==> config.mk <==
export PLATFORM = sky130hd
export DESIGN_NAME = simd_mem_arbiter
export DESIGN_NICKNAME = d
export VERILOG_FILES = /design/src/rtl/simd_mem_pkg.sv /design/src/rtl/rr_arbiter.sv /design/src/rtl/simd_mem_arbiter.sv
export SDC_FILE = /design/constraint.sdc
export NUM_CORES = 1
export LEC_CHECK = 0
export ABC_AREA = 1
export CAP_MARGIN = 25
export CORE_AREA = 2 2 579 581
export CTS_BUF_LIST = sky130_fd_sc_hd__clkbuf_4
export CTS_CLUSTER_DIAMETER = 80
export DETAILED_ROUTE_END_ITERATION = 6
export DIE_AREA = 0 0 581 583
export GPL_TIMING_DRIVEN = 0
export HOLD_SLACK_MARGIN = 0.15
export SYNTH_ARGS = -nofsm -noshare
export SYNTH_HDL_FRONTEND = slang
export SYNTH_SLANG_ARGS = --single-unit
==> constraint.sdc <==
create_clock -name clk -period 1.2 [get_ports clk]
set_input_delay 0.18 -clock clk [delete_from_list [all_inputs] [get_ports clk]]
set_output_delay 0.18 -clock clk [all_outputs]
set_load 0.005 [all_outputs]
==> src/rtl/simd_mem_pkg.sv <==
// Shared types and limits for the SIMD data-memory arbiter.
//   MAX_CH / MAX_RD_LAT : supported upper bounds for channel count and RAM latency
//   ch_id_w()           : channel-index width for n channels (at least 1 bit)
//   CH_ID_W             : index width sized for MAX_CH, used for every channel tag
//   rd_tag_t            : {valid, id} entry of the read-return pipeline
package simd_mem_pkg;

  localparam int unsigned MAX_CH     = 8;
  localparam int unsigned MAX_RD_LAT = 4;

  // $clog2(max(n,2)): a single channel still needs a one-bit index
  function automatic int unsigned ch_id_w(input int unsigned n);
    return (n < 2) ? 32'd1 : 32'($clog2(n));
  endfunction

  localparam int unsigned CH_ID_W = ch_id_w(MAX_CH);

  typedef struct packed {
    logic               valid;
    logic [CH_ID_W-1:0] id;
  } rd_tag_t;

endpackage

==> src/rtl/rr_arbiter.sv <==
// Combinational round-robin grant: first asserted request at or above ptr,
// wrapping to channel 0 when none is found above.
//   req    : per-channel request
//   ptr    : current highest-priority channel (always < N)
//   gnt    : one-hot grant, zero when no request
//   gnt_id : index of the granted channel (0 when idle)
module rr_arbiter
  import simd_mem_pkg::*;
#(
  parameter int unsigned N = 2
) (
  input  logic [N-1:0]       req,
  input  logic [CH_ID_W-1:0] ptr,
  output logic [N-1:0]       gnt,
  output logic [CH_ID_W-1:0] gnt_id
);

  logic found;

  // Two passes: [ptr, N-1] first, then [0, N-1] catches the wrapped range
  always_comb begin
    gnt    = '0;
    gnt_id = '0;
    found  = 1'b0;
    for (int unsigned i = 0; i < N; i++) begin
      if (!found && req[i] && (i >= 32'(ptr))) begin
        gnt[i] = 1'b1;
        gnt_id = CH_ID_W'(i);
        found  = 1'b1;
      end
    end
    for (int unsigned i = 0; i < N; i++) begin
      if (!found && req[i]) begin
        gnt[i] = 1'b1;
        gnt_id = CH_ID_W'(i);
        found  = 1'b1;
      end
    end
  end

endmodule

==> src/rtl/simd_mem_arbiter.sv <==
// N-channel round-robin arbiter and read-return router in front of one wide
// data-memory port. Grants and RAM drive are combinational from the requests;
// read returns are tagged with the channel id and released RD_LAT edges later.
//   clk, reset                 : clock, asynchronous active-high reset
//   ch_req/ch_we/ch_addr/
//   ch_be/ch_wdata             : packed per-channel request payloads
//   ch_gnt                     : one-hot grant (transfer when req & gnt)
//   ch_rvalid, ch_rdata        : one-hot read-return strobe, broadcast read data
//   address_RAM, byteena_RAM,
//   writeData_RAM, rden_RAM,
//   wren_RAM                   : drive to the data memory
//   readData_RAM               : data memory read data
module simd_mem_arbiter
  import simd_mem_pkg::*;
#(
  parameter int unsigned NUM_CH = 2,
  parameter int unsigned DATA_W = 256,
  parameter int unsigned ADDR_W = 32,
  parameter int unsigned BE_W   = DATA_W / 8,
  parameter int unsigned RD_LAT = 1
) (
  input  logic                     clk,
  input  logic                     reset,
  input  logic [NUM_CH-1:0]        ch_req,
  input  logic [NUM_CH-1:0]        ch_we,
  input  logic [NUM_CH*ADDR_W-1:0] ch_addr,
  input  logic [NUM_CH*BE_W-1:0]   ch_be,
  input  logic [NUM_CH*DATA_W-1:0] ch_wdata,
  output logic [NUM_CH-1:0]        ch_gnt,
  output logic [NUM_CH-1:0]        ch_rvalid,
  output logic [DATA_W-1:0]        ch_rdata,
  output logic [ADDR_W-1:0]        address_RAM,
  output logic [BE_W-1:0]          byteena_RAM,
  output logic [DATA_W-1:0]        writeData_RAM,
  output logic                     rden_RAM,
  output logic                     wren_RAM,
  input  logic [DATA_W-1:0]        readData_RAM
);

  logic [NUM_CH-1:0]  arb_gnt;
  logic [CH_ID_W-1:0] arb_id;
  logic [CH_ID_W-1:0] ptr_q;
  logic [CH_ID_W-1:0] ptr_d;
  logic               gnt_any;
  rd_tag_t            tag_q [RD_LAT];
  rd_tag_t            ret_tag;

  rr_arbiter #(
    .N (NUM_CH)
  ) u_rr_arbiter (
    .req    (ch_req),
    .ptr    (ptr_q),
    .gnt    (arb_gnt),
    .gnt_id (arb_id)
  );

  // No grant is issued while reset is held
  assign ch_gnt  = reset ? '0 : arb_gnt;
  assign gnt_any = |ch_gnt;

  // Pointer moves just past the granted channel; held when idle
  always_comb begin
    ptr_d = ptr_q;
    if (gnt_any) begin
      ptr_d = ((32'(arb_id) + 32'd1) >= NUM_CH) ? '0 : arb_id + CH_ID_W'(1);
    end
  end

  always_ff @(posedge clk or posedge reset) begin
    if (reset) begin
      ptr_q <= '0;
    end else begin
      ptr_q <= ptr_d;
    end
  end

  // Steer the granted channel onto the RAM port; all-zero when idle
  always_comb begin
    address_RAM   = '0;
    byteena_RAM   = '0;
    writeData_RAM = '0;
    rden_RAM      = 1'b0;
    wren_RAM      = 1'b0;
    for (int unsigned i = 0; i < NUM_CH; i++) begin
      if (ch_gnt[i]) begin
        address_RAM   = ch_addr[i*ADDR_W +: ADDR_W];
        writeData_RAM = ch_wdata[i*DATA_W +: DATA_W];
        wren_RAM      = ch_we[i];
        rden_RAM      = ~ch_we[i];
        byteena_RAM   = ch_we[i] ? ch_be[i*BE_W +: BE_W] : '1;
      end
    end
  end

  // Read tag pipeline, one stage per RAM latency edge; reset drops in-flight reads
  always_ff @(posedge clk or posedge reset) begin
    if (reset) begin
      for (int unsigned i = 0; i < RD_LAT; i++) begin
        tag_q[i] <= '0;
      end
    end else begin
      tag_q[0] <= rd_tag_t'{valid: rden_RAM, id: arb_id};
      for (int unsigned i = 1; i < RD_LAT; i++) begin
        tag_q[i] <= tag_q[i-1];
      end
    end
  end

  assign ret_tag = tag_q[RD_LAT-1];

  // Decode the returning tag; read data passes through only while valid
  always_comb begin
    ch_rvalid = '0;
    ch_rdata  = '0;
    if (ret_tag.valid) begin
      ch_rdata = readData_RAM;
      for (int unsigned i = 0; i < NUM_CH; i++) begin
        if (32'(ret_tag.id) == i) begin
          ch_rvalid[i] = 1'b1;
        end
      end
    end
  end

endmodule
Word level (Yosys, flattened, before mapping) --
Index checks and enable logic that the tools add are counted. Widths: inputs -> output; s select.
Word-level totals: register bits after elaboration 7, output and inout port bits 582, word-level logic and storage cells 48, input port bits 902
Operators by class: reduce and logical (&&, ||, !) cells 10, order comparisons 3, add/sub/neg operators 2, multiplexer cells 27, equality and inequality tests 1, bitwise gates (word level) 2
Operators with widths (count):
- $mux 256 | 3
- $mux 32 | 6
- $mux 1 | 15
- $ge 1x3->1 const A | 2
- $logic_and 1x1->1 | 5
- $add 3x1->4 const B | 1
- $ge 4x2->1 const B | 1
- $mux 2 | 2
- $add 3x1->3 const B | 1
- $eq 3x1->1 const B | 1
- $logic_not 1->1 | 3
- $logic_not 3->1 | 1
- $mux 3 | 1
- $not 1->1 | 2
- $reduce_or 2->1 | 1

Longest topological paths before layout --
Gate-level depths: netlist of the first run.
depth in word-level cells 16, gate-level depth with buffers 6, gate-level depth less buffers 5

Cells and area by module --
From an unflattened synthesis of the first run, not the netlist that was laid out.
Unflattened totals: cells, all modules 1669, area total of the unflattened synthesis 7120.6 um^2
Modules (own cells, without submodules):
- simd_mem_arbiter | area each 7056.8 um^2, cells each 1656, sequential area each 175.2 um^2, instances 1
- rr_arbiter | area each 63.8 um^2, cells each 13, sequential area each 0.0 um^2, instances 1

Worst setup path after synthesis of the first run --
OpenSTA, ideal clock, no wires.
path kind reg-to-output, start point register ptr_q[0], end point output byteena_RAM[22], arrival time 1.024 ns, buffers on the path 2, data required time 1.020 ns, stages on the path, launching flop included 7, setup slack -0.004 ns, cells stage by stage dfrtp_1 -> inv_2 -> nand2_2 -> buf_2 -> buf_2 -> nand4_1 -> nand2_1
Between the ends: cells in the longest elaborated chain, start to end 15, elaborated cells on any way between the ends 19, those cells by class 2 x order compare; 9 x mux; 8 x reduce/logical
RTL lines:
- start, declared | line simd_mem_arbiter.sv:42 | logic [CH_ID_W-1:0] ptr_q;
- start signal, assigned | line simd_mem_arbiter.sv:73 | ptr_q <= ptr_d;
- $ge 1x3->1 | line rr_arbiter.sv:26 | if (!found && req[i] && (i >= 32'(ptr))) begin
- $logic_and 1x1->1 | line rr_arbiter.sv:26
- $mux 1 | line rr_arbiter.sv:26
- $logic_not 1->1 | line rr_arbiter.sv:26
- $logic_and 1x1->1 (2 in series) | line rr_arbiter.sv:26
- $mux 1 | line rr_arbiter.sv:26
- $logic_not 1->1 | line rr_arbiter.sv:33 | if (!found && req[i]) begin
- $logic_and 1x1->1 | line rr_arbiter.sv:33
- $mux 1 | line rr_arbiter.sv:33
- $logic_not 1->1 | line rr_arbiter.sv:33
- $logic_and 1x1->1 | line rr_arbiter.sv:33
- $mux 1 | line rr_arbiter.sv:33
- $mux 2 (*) | line simd_mem_arbiter.sv:58 | assign ch_gnt = reset ? '0 : arb_gnt;
- $mux 32 (*) | line simd_mem_arbiter.sv:85 | if (ch_gnt[i]) begin
- end, declared | line simd_mem_arbiter.sv:33 | output logic [BE_W-1:0] byteena_RAM,
Mark *: on every way between the ends. The rest lies on a longest branch, timed or not.

Final worst setup path of the first run --
start point register ptr_q[0], end point output writeData_RAM[175]
Between the ends: cells in the longest elaborated chain, start to end 15, elaborated cells on any way between the ends 19, those cells by class 2 x order compare; 9 x mux; 8 x reduce/logical
RTL lines:
- $ge 1x3->1 | line rr_arbiter.sv:26
- $logic_and 1x1->1 | line rr_arbiter.sv:26
- $mux 1 | line rr_arbiter.sv:26
- $logic_not 1->1 | line rr_arbiter.sv:26
- $logic_and 1x1->1 (2 in series) | line rr_arbiter.sv:26
- $mux 1 | line rr_arbiter.sv:26
- $logic_not 1->1 | line rr_arbiter.sv:33
- $logic_and 1x1->1 | line rr_arbiter.sv:33
- $mux 1 | line rr_arbiter.sv:33
- $logic_not 1->1 | line rr_arbiter.sv:33
- $logic_and 1x1->1 | line rr_arbiter.sv:33
- $mux 1 | line rr_arbiter.sv:33
- $mux 2 (*) | line simd_mem_arbiter.sv:58
- $mux 256 (*) | line simd_mem_arbiter.sv:85
- end, declared | line simd_mem_arbiter.sv:34 | output logic [DATA_W-1:0] writeData_RAM,
Marks and branches as above.

==> summary.md, run 1 <==
| Metric | Value |
|---|---|
| Setup TNS Final | -436.91 ns |
| H-tree depth | 1 |
| Highest clock rate | 439.3 MHz |
| Reg2reg setup slack | -0.59 ns |
| Synthesized Nets | about 2,700 |
| Average wire per standard cell | 41.04 µm |
| DRT antenna net count | 0 |
| Area growth from synthesis to layout | 338.2% |
| Root Buffer | clkbuf_4 |
| Layout Nets | 4,510 |
| Commonest non-fill, non-tap cell in the layout | clkdlybuf4s50_1 |
| Final setup violation count | just under 600 |
| First-pass DRT Iterations | 5 |
| Post-DP HPWL | slightly above 300 mm |
| Final min period | roughly 2.3 ns |
| CTS tree | yes |
| CTS max path bufs | 2 |
| CP endpoint | writeData_RAM[175] |
| Vias per cell | roughly 2.8 |
| Worst-Margin Slew | ~0.7 ns |
| Reg-to-reg critical path startpoint | ptr_q[0] |
| I/O Pins | 1,484 |
| Die height | ~580 µm |
| Layout cell share with drive strength beyond 1 | 41.34% |
| Final setup margin | -1.076 ns |
| Row count | 212 |
| Arrival @ worst endpoint | about 2.1 ns |
| Gate Count Post-Synth | 1,840 |
| Initial antenna violation count | 321 |
| First-pass GRT wire length | 369.4 mm |
| WS Path Type | reg2out |
| Area contributors post-synth | nand2_1, nand4_1, nand3_1 |
| Max FO, Critical Path | 8 |
| Pleak | ~0.017 µW |
| DIE AREA | about 0.34 mm² |
| Core Box Area | between 0.3 and 0.4 mm² |
| DRC viols | 0 |
| CP Launch Type | flop |
| Worst Hold Class | in2async |
| Buffers on Ports | ~1,500 |
| Die width | 581 µm |
| Clock Sinks | 3 |
| Post-cts hold buffer count | 0 |
| Via Count | 22,310 |
| Max rail drop VDD | ~0.20 mV |
| Slew headroom | ~53% |
| Synth cell types | 16 |
| PD cells | about 480 mW/mm² |
| Register-to-Register Path Depth | 12 |
| FF-to-FF End | ptr_q[0] |
| Clock skew | between 0.003 and 0.004 ns |
| Final Hold Viols | 0 |
| Post-layout util | roughly 11% |
| Synth top area share | 28.85% |
| Yosys top cell by area | nand2_1 |
| Critical Path Source | ptr_q[0] |
| Routed WL | roughly 330 mm |
| Slew Viols, Final | 0 |
| Number of synthesis warnings | 0 |
| Max-cap viol count | 0 |
| Seq cells post-synth | 3 |
| Mean post-synth cell area | ~4.6 µm² |
| Clk_lat worst skew | around 0.24 ns |
| Critical Path End Type | output pin |
| Starting DRC count in detailed routing | between 1,000 and 1,500 |
| Req. time, crit path | approximately 1.0 ns |
| Gr usage total | 18.50% |
| Unrepaired setup endpoints after global routing | yes |
| CTS clk-pin slew, worst paths | 0.04 ns |
| Largest net degree at the start of global routing | 13 |
| Layout fillers | approximately 39,000 |
| Initial Utilization | approximately 2.5% |
| Number of global-route vias before repair | 20,560 |
| Mapped cell area | 0.008378 mm² |
| Global placement routability congestion | 0.9654 |
| Post-route clock period utilization | 189.7% |
| Failing checks | negative setup slack |
| Most frequent cells in the layout | clkdlybuf4s50_1, nand2_1, buf_6, nand4_1, nand3_1 |
| Congestion Overflow GR | 0 |
| Post-synthesis sequential area ratio | less than 1% |
| Total CTS buffers | 3 |
| Outcome | complete, but fails checks |
[per-stage QoR]
step | worst slack [ns] | area (µm²) | hold slack (ns) | instances | total power (µW)
CTS | -1.243 | 30830 | 0.6441 | 7766 | 14850
global placement | -3.933 | 28680 | 0.6333 | 7707 | 13280
floorplan | -0.004193 | 8378 | 0.1820 | 1840 | 2785
finish | -1.076 | 36710 | 0.3297 | 8087 | 17690
global route | -1.159 | 36600 | 0.3511 | 8042 | 18640
detailed placement | -3.555 | 28930 | 0.6237 | 7718 | 13360
[Yosys cell counts]
master,n
buf_1,15
o21ai_0,1
nand3_1,322
dfrtp_1,3
inv_1,326
clkbuf_1,57
buf_2,140
inv_2,3
nand3b_1,1
nor2_4,1
nand2_1,644
buf_4,1
nand4_1,322
nand2_2,2
and2_1,1
nor2_1,1
[critical path, stage by stage (launching register included)]
cell and delay, ns:
dfrtp_2 0.46, inv_4 0.07, nand2_8 0.07, buf_12 0.13, buf_12 0.14, buf_16 0.17
buf_12 0.16, nand4_1 0.19, nand2_2 0.20, buf_12 0.15
[repair_timing]
item                                    in CTS  in global routing
gates resized for setup                   1580               2583
endpoints found under the setup margin     588                585
pin swaps                                   45                155
hold endpoints to repair                     0                  0
gates cloned                                 3                 43
buffers inserted                            48                202
[state kept, by name (all words and copies together) (netlist names)]
register,cells
ret_tag,2
ptr_q,1
[cells by family after synthesis]
logic type / share of synthesized area, %
AND/OR/NAND/NOR: 72.63
flip-flops: 0.8960
AO/OA/AOI/OAI: 0.05968
buffers and inverters: 26.42
[worst min-delay path by stage]
| stage | from | end | slack, ns |
|---|---|---|---|
| 4_1_cts | ptr_q[0] | ptr_q[0] | 0.64 |
| 3_3_place_gp | ptr_q[0] | ptr_q[0] | 0.63 |
| 3_5_place_dp | ptr_q[0] | ptr_q[0] | 0.62 |
| 6_report | reset | ret_tag[0] | 0.33 |
| 5_1_grt | reset | ret_tag[0] | 0.35 |
| 2_1_floorplan | reset | ptr_q[0] | 0.18 |
[final cells by class]
| cell class | instances | area (µm²) | area share, % |
|---|---|---|---|
| Multi-Input combinational cell | 1295 | 8229 | 22.42 |
| Clock buffer | 4 | 30.03 | 0.08180 |
| Timing Repair Buffer | 1776 | 19150 | 52.17 |
| Inverter | 329 | 1284 | 3.497 |
| Sequential cell | 3 | 76.32 | 0.2079 |
| Buffer | 200 | 2217 | 6.040 |
| Antenna cell | 93 | 232.7 | 0.6340 |
| Tap cell | 4387 | 5489 | 14.95 |
[power breakdown]
group	switching [µW]	internal (µW)	leakage [µW]
combinational	8840	8500	0.0173
clock	58.8	147	0.0000190
sequential	24.4	113	0.0000361
total	8920	8760	0.0173
[layer usage]
layer  up-vias  routed length [µm]  global-route usage [%]
met2      1678              172200                   35.59
met4        76               15790                   4.911
li1       9652                   -                       -
met5         -                 532                       0
met1     10240              112600                   18.82
met3       663               30740                   6.171
Power figures use the tool's default switching activity.
==> inputs of run 2 (changes only) <==
--- a/config.mk
+++ b/config.mk
@@ -9,7 +9,7 @@
 export CAP_MARGIN = 25
 export CORE_AREA = 2 2 579 581
 export CTS_BUF_LIST = sky130_fd_sc_hd__clkbuf_4
-export CTS_CLUSTER_DIAMETER = 80
+export CTS_CLUSTER_DIAMETER = 150
 export DETAILED_ROUTE_END_ITERATION = 6
 export DIE_AREA = 0 0 581 583
 export GPL_TIMING_DRIVEN = 0
==> constraint.sdc (replaced) <==
create_clock -name clk -period 1.2 [get_ports clk]
set_input_delay 0.18 -clock clk [delete_from_list [all_inputs] [get_ports clk]]
set_output_delay 0.18 -clock clk [all_outputs]
set_load 0.1 [all_outputs]
==> run 2 against run 1 <==
  * The flow still finishes with violations (negative setup slack)
  * Maximum frequency down 13%
  * First-iteration DRC count down 16%
  * Die area unchanged
  * Sequential cell count unchanged
  * Clock power up 33%
  * Design area up 8.0%
  * Routed wire length down 12%
  * Final cell count down 2.4%
  * Setup slack worse by 0.33 ns
  * Critical path depth down 2
==> summary.md, run 2 (synthesized netlist as in run 1, its figures left out) <==
| Metric | Value |
|---|---|
| Outcome | complete, but fails checks (unchanged) |
| Failing checks | negative setup slack (unchanged) |
| Vias per cell | 2.742 (was 2.758) |
| Routed WL | 292.3 mm (was 331.9 mm) |
| Layout cell share with drive strength beyond 1 | 46.09% (was 41.34%) |
| Commonest non-fill, non-tap cell in the layout | clkdlybuf4s50_1 (unchanged) |
| Worst-Margin Slew | 0.9514 ns (was 0.7021 ns) |
| Worst path max stage delay | 0.56 ns (was 0.46 ns) |
| Row count | 212 (unchanged) |
| Non-filler cells in the finished layout | 7,895 (was 8,087) |
| Clock skew | 0.02060 ns (was 0.003556 ns) |
| Post-DP HPWL | 271.1 mm (was 304.3 mm) |
| Critical Path End Type | output pin (unchanged) |
| Clock Sinks | 3 (unchanged) |
| Worst Path Buf+Inv | 4 (was 6) |
| Final min period | 2.606 ns (was 2.276 ns) |
| CP Launch Type | flop (unchanged) |
| Slew Viols, Final | 0 (unchanged) |
| Global placement routability congestion | 1.051 (was 0.9654) |
| Layout fillers | 37,960 (was 38,660) |
| Max rail drop VDD | 0.3826 mV (was 0.1995 mV) |
| Final Hold Viols | 0 (unchanged) |
| Reg-to-reg critical path startpoint | ptr_q[0] (unchanged) |
| Final setup margin | -1.406 ns (was -1.076 ns) |
| Via Count | 21,650 (was 22,310) |
| PD cells | 678.4 mW/mm² (was 481.8 mW/mm²) |
| Total CTS buffers | 3 (unchanged) |
| Slew headroom | 36.82% (was 53.38%) |
| Starting DRC count in detailed routing | 1,005 (was 1,200) |
| H-tree depth | 1 (unchanged) |
| Pleak | 0.01393 µW (was 0.01735 µW) |
| Sw Pwr | 17,600 µW (was 8922 µW) |
| FF-to-FF End | ret_tag[3] (was ptr_q[0]) |
| Most frequent cells in the layout | clkdlybuf4s50_1, nand2_4, nand4_1 (was clkdlybuf4s50_1, nand2_1, buf_6, nand4_1, nand3_1) |
| Sw Ratio | 65.45% (was 50.45%) |
| Internal power | 9292 µW (was 8764 µW) |
| Post-layout instance area | 0.03964 mm² (was 0.03671 mm²) |
| Register area | 80.08 µm² (was 76.32 µm²) |
| Arrival @ worst endpoint | 2.43 ns (was 2.10 ns) |
| WS Path Type | reg2out (unchanged) |
| Max reg flops | 2 (unchanged) |
| CTS tree | yes (unchanged) |
| Register-to-Register Path Depth | 7 (was 12) |
| CTS clk-pin slew, worst paths | 0.08 ns (was 0.04 ns) |
| Worst Hold Class | in2async (unchanged) |
| Initial Utilization | 2.521% (unchanged) |
| Post-cts hold buffer count | 0 (unchanged) |
| Congestion Overflow GR | 0 (unchanged) |
| First-pass GRT wire length | 337.3 mm (was 369.4 mm) |
| Post-route clock period utilization | 217.2% (was 189.7%) |
| Reg2reg setup slack | -0.53 ns (was -0.59 ns) |
| CTS max path bufs | 2 (unchanged) |
| Comb power frac | 98.5% (was 98.1%) |
| Final setup violation count | 585 (unchanged) |
| Buffers on Ports | 1,480 (unchanged) |
| Gr usage total | 16.54% (was 18.50%) |
| Average wire per standard cell | 37.02 µm (was 41.04 µm) |
| Largest net degree at the start of global routing | 13 (unchanged) |
| Seq pwr share | 0.5% (was 0.8%) |
| Critical Path Most Common Cell | buf_12 (unchanged) |
| Number of global-route vias before repair | 21,230 (was 20,560) |
| I/O Pins | 1,484 (unchanged) |
| Die width | 581 µm (unchanged) |
| Die height | 583 µm (unchanged) |
| Core Box Area | 0.3324 mm² (unchanged) |
| First-pass DRT Iterations | 5 (unchanged) |
| Root Buffer | clkbuf_4 (unchanged) |
| Clk_lat worst skew | 0.28 ns (was 0.24 ns) |
| DIE AREA | 0.3387 mm² (unchanged) |
| Max FO, Critical Path | 8 (unchanged) |
| Req. time, crit path | 1.02 ns (about the same) |
| Area growth from synthesis to layout | 373.2% (was 338.2%) |
| Worst-path cell chain | inv_4 > nand2_8 > buf_4 > buf_12 > nand4_1 > nand2_4 > buf_12 (was inv_4 > nand2_8 > buf_12 > buf_12 > buf_16 > buf_12 > nand4_1 > nand2_2 > buf_12) |
| Unrepaired setup endpoints after global routing | yes (unchanged) |
| Max-cap viol count | 0 (unchanged) |
| Multi-input logic area | 0.009251 mm² (was 0.008229 mm²) |
| DRT antenna net count | 0 (unchanged) |
| DP Area | 0.03672 mm² (was 0.02893 mm²) |
| Highest clock rate | 383.7 MHz (was 439.3 MHz) |
| Slowest-stage cell, CP | nand4_1 (was dfrtp_2) |
| DP Cell Count | 7,876 (was 7,718) |
| Clock Power Share | 1.0% (was 1.2%) |
| Layout Nets | 4,316 (was 4,510) |
| Initial antenna violation count | 320 (was 321) |
| DRC viols | 0 (unchanged) |
| Family with the most delay on the worst path | simple AND/OR/NAND/NOR gates (was buffers and inverters) |
[run 2: repair_timing]
| item | 4_1_cts | 5_1_grt |
|---|---|---|
| setup endpoints to repair | 588 | 585 |
| pin swaps | 91 | 38 |
| cloned | 6 | 3 |
| hold endpoints to repair | 0 | 0 |
| resized for setup | 1978 | 665 |
| buffers inserted | 47 | 28 |
[run 2: how the worst max path moves through the flow]
| stage | startpoint | cells past startpoint | endpoint |
|---|---|---|---|
| after CTS | ptr_q[0] | 7 | writeData_RAM[33] |
| after floorplan | ret_tag[3] | 4 | ch_rvalid[0] |
| after global routing | ptr_q[0] | 7 | writeData_RAM[199] |
| final | ptr_q[0] | 7 | writeData_RAM[33] |
| after detailed placement | reset | 7 | address_RAM[1] |
| after global placement | reset | 6 | address_RAM[26] |
[run 2: stage by stage]
step | power (µW) | utilization (%) | hold slack (ns) | setup WS (ns) | setup TNS, ns
after floorplan | 13350 | - | 0.1820 | -0.3610 | -128.74
after global placement | 23040 | 9.809 | 0.5624 | -4.118 | -1500.36
after detailed placement | 24960 | 11.05 | 0.5666 | -3.479 | -1251.47
after CTS | 26500 | 11.46 | 0.4481 | -1.367 | -634.82
after global routing | 27780 | 11.90 | 0.4501 | -1.334 | -602.65
final | 26890 | 11.93 | 0.4336 | -1.406 | -565.09
[run 2: power groups by stage]
| stage | Sequential, µW | Clock, µW | Combinational, µW |
|---|---|---|---|
| after floorplan | 121 | 0 | 13200 |
| after global placement | 129 | 0 | 22900 |
| after detailed placement | 129 | 0 | 24800 |
| after CTS | 134 | 310 | 26100 |
| after global routing | 135 | 307 | 27300 |
| final | 134 | 273 | 26500 |
[run 2: per-layer routing]
layer	share of wire, %	GRT usage (%)	wire (µm)	up-vias
met5	0.33	0	972	-
met4	4.8	6.250	13990	150
met3	11	7.961	32140	668
met2	49	29.40	144000	1656
met1	35	16.60	101200	9923
li1	-	-	-	9253
[run 2: worst min-delay path, cell delays in order]
cell and delay, ns:
dlygate4sd2_1 0.30, bufinv_16 0.29, clkbuf_8 0.30
[run 2: layout make-up]
type,count,share of cell area [%]
Antenna cell,95,0.5997
Multi-Input combinational cell,1295,23.34
Inverter,329,5.631
Buffer,204,4.905
Sequential cell,3,0.2020
Clock buffer,4,0.07575
Tap cell,4387,13.85
Timing Repair Buffer,1578,51.40
==> inputs of run 3 (changes only) <==
--- a/config.mk
+++ b/config.mk
@@ -6,6 +6,7 @@
 export NUM_CORES = 1
 export LEC_CHECK = 0
 export ABC_AREA = 1
+export ABC_CLOCK_PERIOD_IN_PS = 1200
 export CAP_MARGIN = 25
 export CORE_AREA = 2 2 579 581
 export CTS_BUF_LIST = sky130_fd_sc_hd__clkbuf_4
@@ -17,3 +18,4 @@
 export SYNTH_ARGS = -nofsm -noshare
 export SYNTH_HDL_FRONTEND = slang
 export SYNTH_SLANG_ARGS = --single-unit
+export TNS_END_PERCENT = 30
==> run 3 against run 2 <==
  * The flow still finishes with violations (negative setup slack)
  * Core utilization is 0.19 points lower
  * Clock skew is 0.019 ns lower
  * Power is 1.4% higher
  * Die area stayed put
  * Worst hold slack worse by 0.11 ns
  * Via count is 2.4% higher
  * Maximum frequency is 0.67% lower
  * Clock-buffer cell count stayed put
  * Critical path depth stayed put
==> summary.md, run 3 (synthesized netlist as in run 1, its figures left out) <==
| Metric | Value |
|---|---|
| Via Count | 22,170 (was 21,650) |
| Seq pwr share | 0.5% (about the same) |
| Highest clock rate | 381.2 MHz (was 383.7 MHz) |
| Die height | 583 µm (unchanged) |
| Final setup margin | -1.423 ns (was -1.406 ns) |
| Post-DP HPWL | 307.1 mm (was 271.1 mm) |
| Metal2 WL | 155.6 mm (was 144.0 mm) |
| Commonest non-fill, non-tap cell in the layout | clkdlybuf4s50_1 (unchanged) |
| Worst Hold Class | in2async (unchanged) |
| Slew Viols, Final | 0 (unchanged) |
| Row count | 212 (unchanged) |
| Core Box Area | 0.3324 mm² (unchanged) |
| Root Buffer | clkbuf_4 (unchanged) |
| Area growth from synthesis to layout | 365.8% (was 373.2%) |
| Reg2reg setup slack | -0.34 ns (was -0.53 ns) |
| Layout Nets | 4,374 (was 4,316) |
| Clock Sinks | 3 (unchanged) |
| Comb power frac | 98.8% (was 98.5%) |
| Setup TNS Final | -575.02 ns (was -565.09 ns) |
| Routed WL | 326.7 mm (was 292.3 mm) |
| Arrival @ worst endpoint | 2.44 ns (was 2.43 ns) |
| Clock skew | 0.001589 ns (was 0.02060 ns) |
| CTS clk-pin slew, worst paths | 0.04 ns (was 0.08 ns) |
| WS Path Type | reg2out (unchanged) |
| Max FO, Critical Path | 10 (was 8) |
| Register-to-Register Path Depth | 7 (unchanged) |
| Post-cts hold buffer count | 0 (unchanged) |
| Average wire per standard cell | 40.95 µm (was 37.02 µm) |
| CTS max path bufs | 2 (unchanged) |
| Pleak | 0.01654 µW (was 0.01393 µW) |
| Gr usage total | 18.61% (was 16.54%) |
| Failing checks | negative setup slack (unchanged) |
| First-pass DRT Iterations | 5 (unchanged) |
| Most frequent cells in the layout | clkdlybuf4s50_1, nand2_1, nand4_1 (was clkdlybuf4s50_1, nand2_4, nand4_1) |
| Critical Path Source | ptr_q[0] (unchanged) |
| Final min period | 2.623 ns (was 2.606 ns) |
| Post-route met1 wirelength | 112.6 mm (was 101.2 mm) |
| Buffers on Ports | 1,480 (unchanged) |
| Max reg flops | 2 (unchanged) |
| Max rail drop VDD | 0.3944 mV (was 0.3826 mV) |
| Reg-to-reg critical path startpoint | ptr_q[0] (unchanged) |
| Slew headroom | 23.58% (was 36.82%) |
| Sw Ratio | 65.19% (was 65.45%) |
| Req. time, crit path | 1.02 ns (about the same) |
| Starting DRC count in detailed routing | 1,550 (was 1,005) |
| Die width | 581 µm (unchanged) |
| Vias per cell | 2.778 (was 2.742) |
| Clk_lat worst skew | 0.23 ns (was 0.28 ns) |
| DIE AREA | 0.3387 mm² (unchanged) |
| Max layer used | met5 (unchanged) |
| Slowest-stage cell, CP | nand4_1 (unchanged) |
| Worst path max stage delay | 0.53 ns (was 0.56 ns) |
| DP Worst Slack | -3.559 ns (was -3.479 ns) |
| Metal3 WL | 44.22 mm (was 32.14 mm) |
| DRC viols | 0 (unchanged) |
| CP Launch Type | flop (unchanged) |
| Largest net degree at the start of global routing | 13 (unchanged) |
| Initial antenna violation count | 336 (was 320) |
| Total CTS buffers | 3 (unchanged) |
| Congestion Overflow GR | 0 (unchanged) |
| Layout cell share with drive strength beyond 1 | 32.99% (was 46.09%) |
| FF-to-FF End | ret_tag[3] (unchanged) |
| Outcome | complete, but fails checks (unchanged) |
| Critical Path End Type | output pin (unchanged) |
| Final setup violation count | 585 (unchanged) |
| Clock Power Share | 0.7% (was 1.0%) |
| CTS tree | yes (unchanged) |
| PD cells | 699.1 mW/mm² (was 678.4 mW/mm²) |
| Worst-path cell chain | inv_6 > nand2_8 > buf_12 > buf_4 > nand4_1 > nand2_4 > buf_16 (was inv_4 > nand2_8 > buf_4 > buf_12 > nand4_1 > nand2_4 > buf_12) |
| Unrepaired setup endpoints after global routing | yes (unchanged) |
| H-tree depth | 1 (unchanged) |
| Worst-Margin Slew | 1.151 ns (was 0.9514 ns) |
| I/O Pins | 1,484 (unchanged) |
| Internal power | 9497 µW (was 9292 µW) |
| Post-route clock period utilization | 218.6% (was 217.2%) |
| First-pass GRT wire length | 373.2 mm (was 337.3 mm) |
| Number of global-route vias before repair | 21,320 (was 21,230) |
| Global placement routability congestion | 1.048 (was 1.051) |
| Final Hold Viols | 0 (unchanged) |
| Initial Utilization | 2.521% (unchanged) |
| Sw Pwr | 17,780 µW (was 17,600 µW) |
| DRT antenna net count | 0 (unchanged) |
| Max-cap viol count | 0 (unchanged) |
-- run 3: changes by cell type in the layout (fill, tap and decap cells not counted), moves of 46 or more --
cell	before	now
nand2_4	353	204
clkdlybuf4s50_1	898	962
nand2_1	246	394
buf_16	178	254
inv_1	68	309
clkinvlp_4	258	9
buf_12	186	140
-- run 3: power groups by stage --
stage                     logic [µW]  registers [µW]  clock network [µW]
after floorplan                12300             120                   0
after global placement         22600             132                   0
after detailed placement       25600             131                   0
after CTS                      26900             141                 211
after global routing           27800             141                 221
final                          26900             137                 200
-- run 3: cell type report --
cell class / count / area (µm²)
Antenna cell: 122 / 305.3
Buffer: 210 / 1951
Clock buffer: 4 / 30.03
Fill cell: 38170 / 293300
Inverter: 329 / 1313
Multi-Input combinational cell: 1296 / 8180
Sequential cell: 3 / 76.32
Tap cell: 4387 / 5489
Timing Repair Buffer: 1628 / 21670
Timing Repair inverter: 1 / 8.758
-- run 3: worst max-delay path: cells and delay by family, from the launching register on --
| family | cells | cell delay [ns] |
|---|---|---|
| and+or+nand+nor | 3 | 1.03 |
| buffers and inverters | 4 | 0.64 |
| DFF | 1 | 0.46 |
-- run 3: stage by stage --
step           hold slack, ns  cell area [µm²]  power, µW  instances  util (%)
2_1_floorplan          0.1820             9856      12420       1840         -
3_3_place_gp           0.6296            30160      22720       7707     9.074
3_5_place_dp           0.6223            36520      25740       7959     10.99
4_1_cts                0.3562            38060      27300       7862     11.45
5_1_grt                0.3658            38840      28110       7909     11.69
6_report               0.3251            39020      27280       7980     11.74
-- run 3: layer usage --
layer  vias up  global-route usage (%)
met5         -                       0
met3       659                   10.71
met2      1689                   32.34
li1       9419                       -
met4       186                   5.080
met1     10210                   18.90
-- run 3: how the worst max path moves through the flow --
stage                          to  slack, ns  cells after the start
2_1_floorplan          ret_tag[3]      -0.56                      5
3_3_place_gp   writeData_RAM[202]      -4.00                      6
3_5_place_dp   writeData_RAM[178]      -3.56                      7
4_1_cts        writeData_RAM[111]      -1.45                      8
5_1_grt        writeData_RAM[111]      -1.46                      8
6_report       writeData_RAM[134]      -1.42                      7
-- run 3: repair_timing --
item | CTS | global route
pin swaps | 66 | 20
endpoints found under the setup margin | 588 | 585
endpoints found under the hold margin | 0 | 0
gates resized for setup | 1614 | 434
setup buffers | 42 | 12
gates cloned | 8 | 0
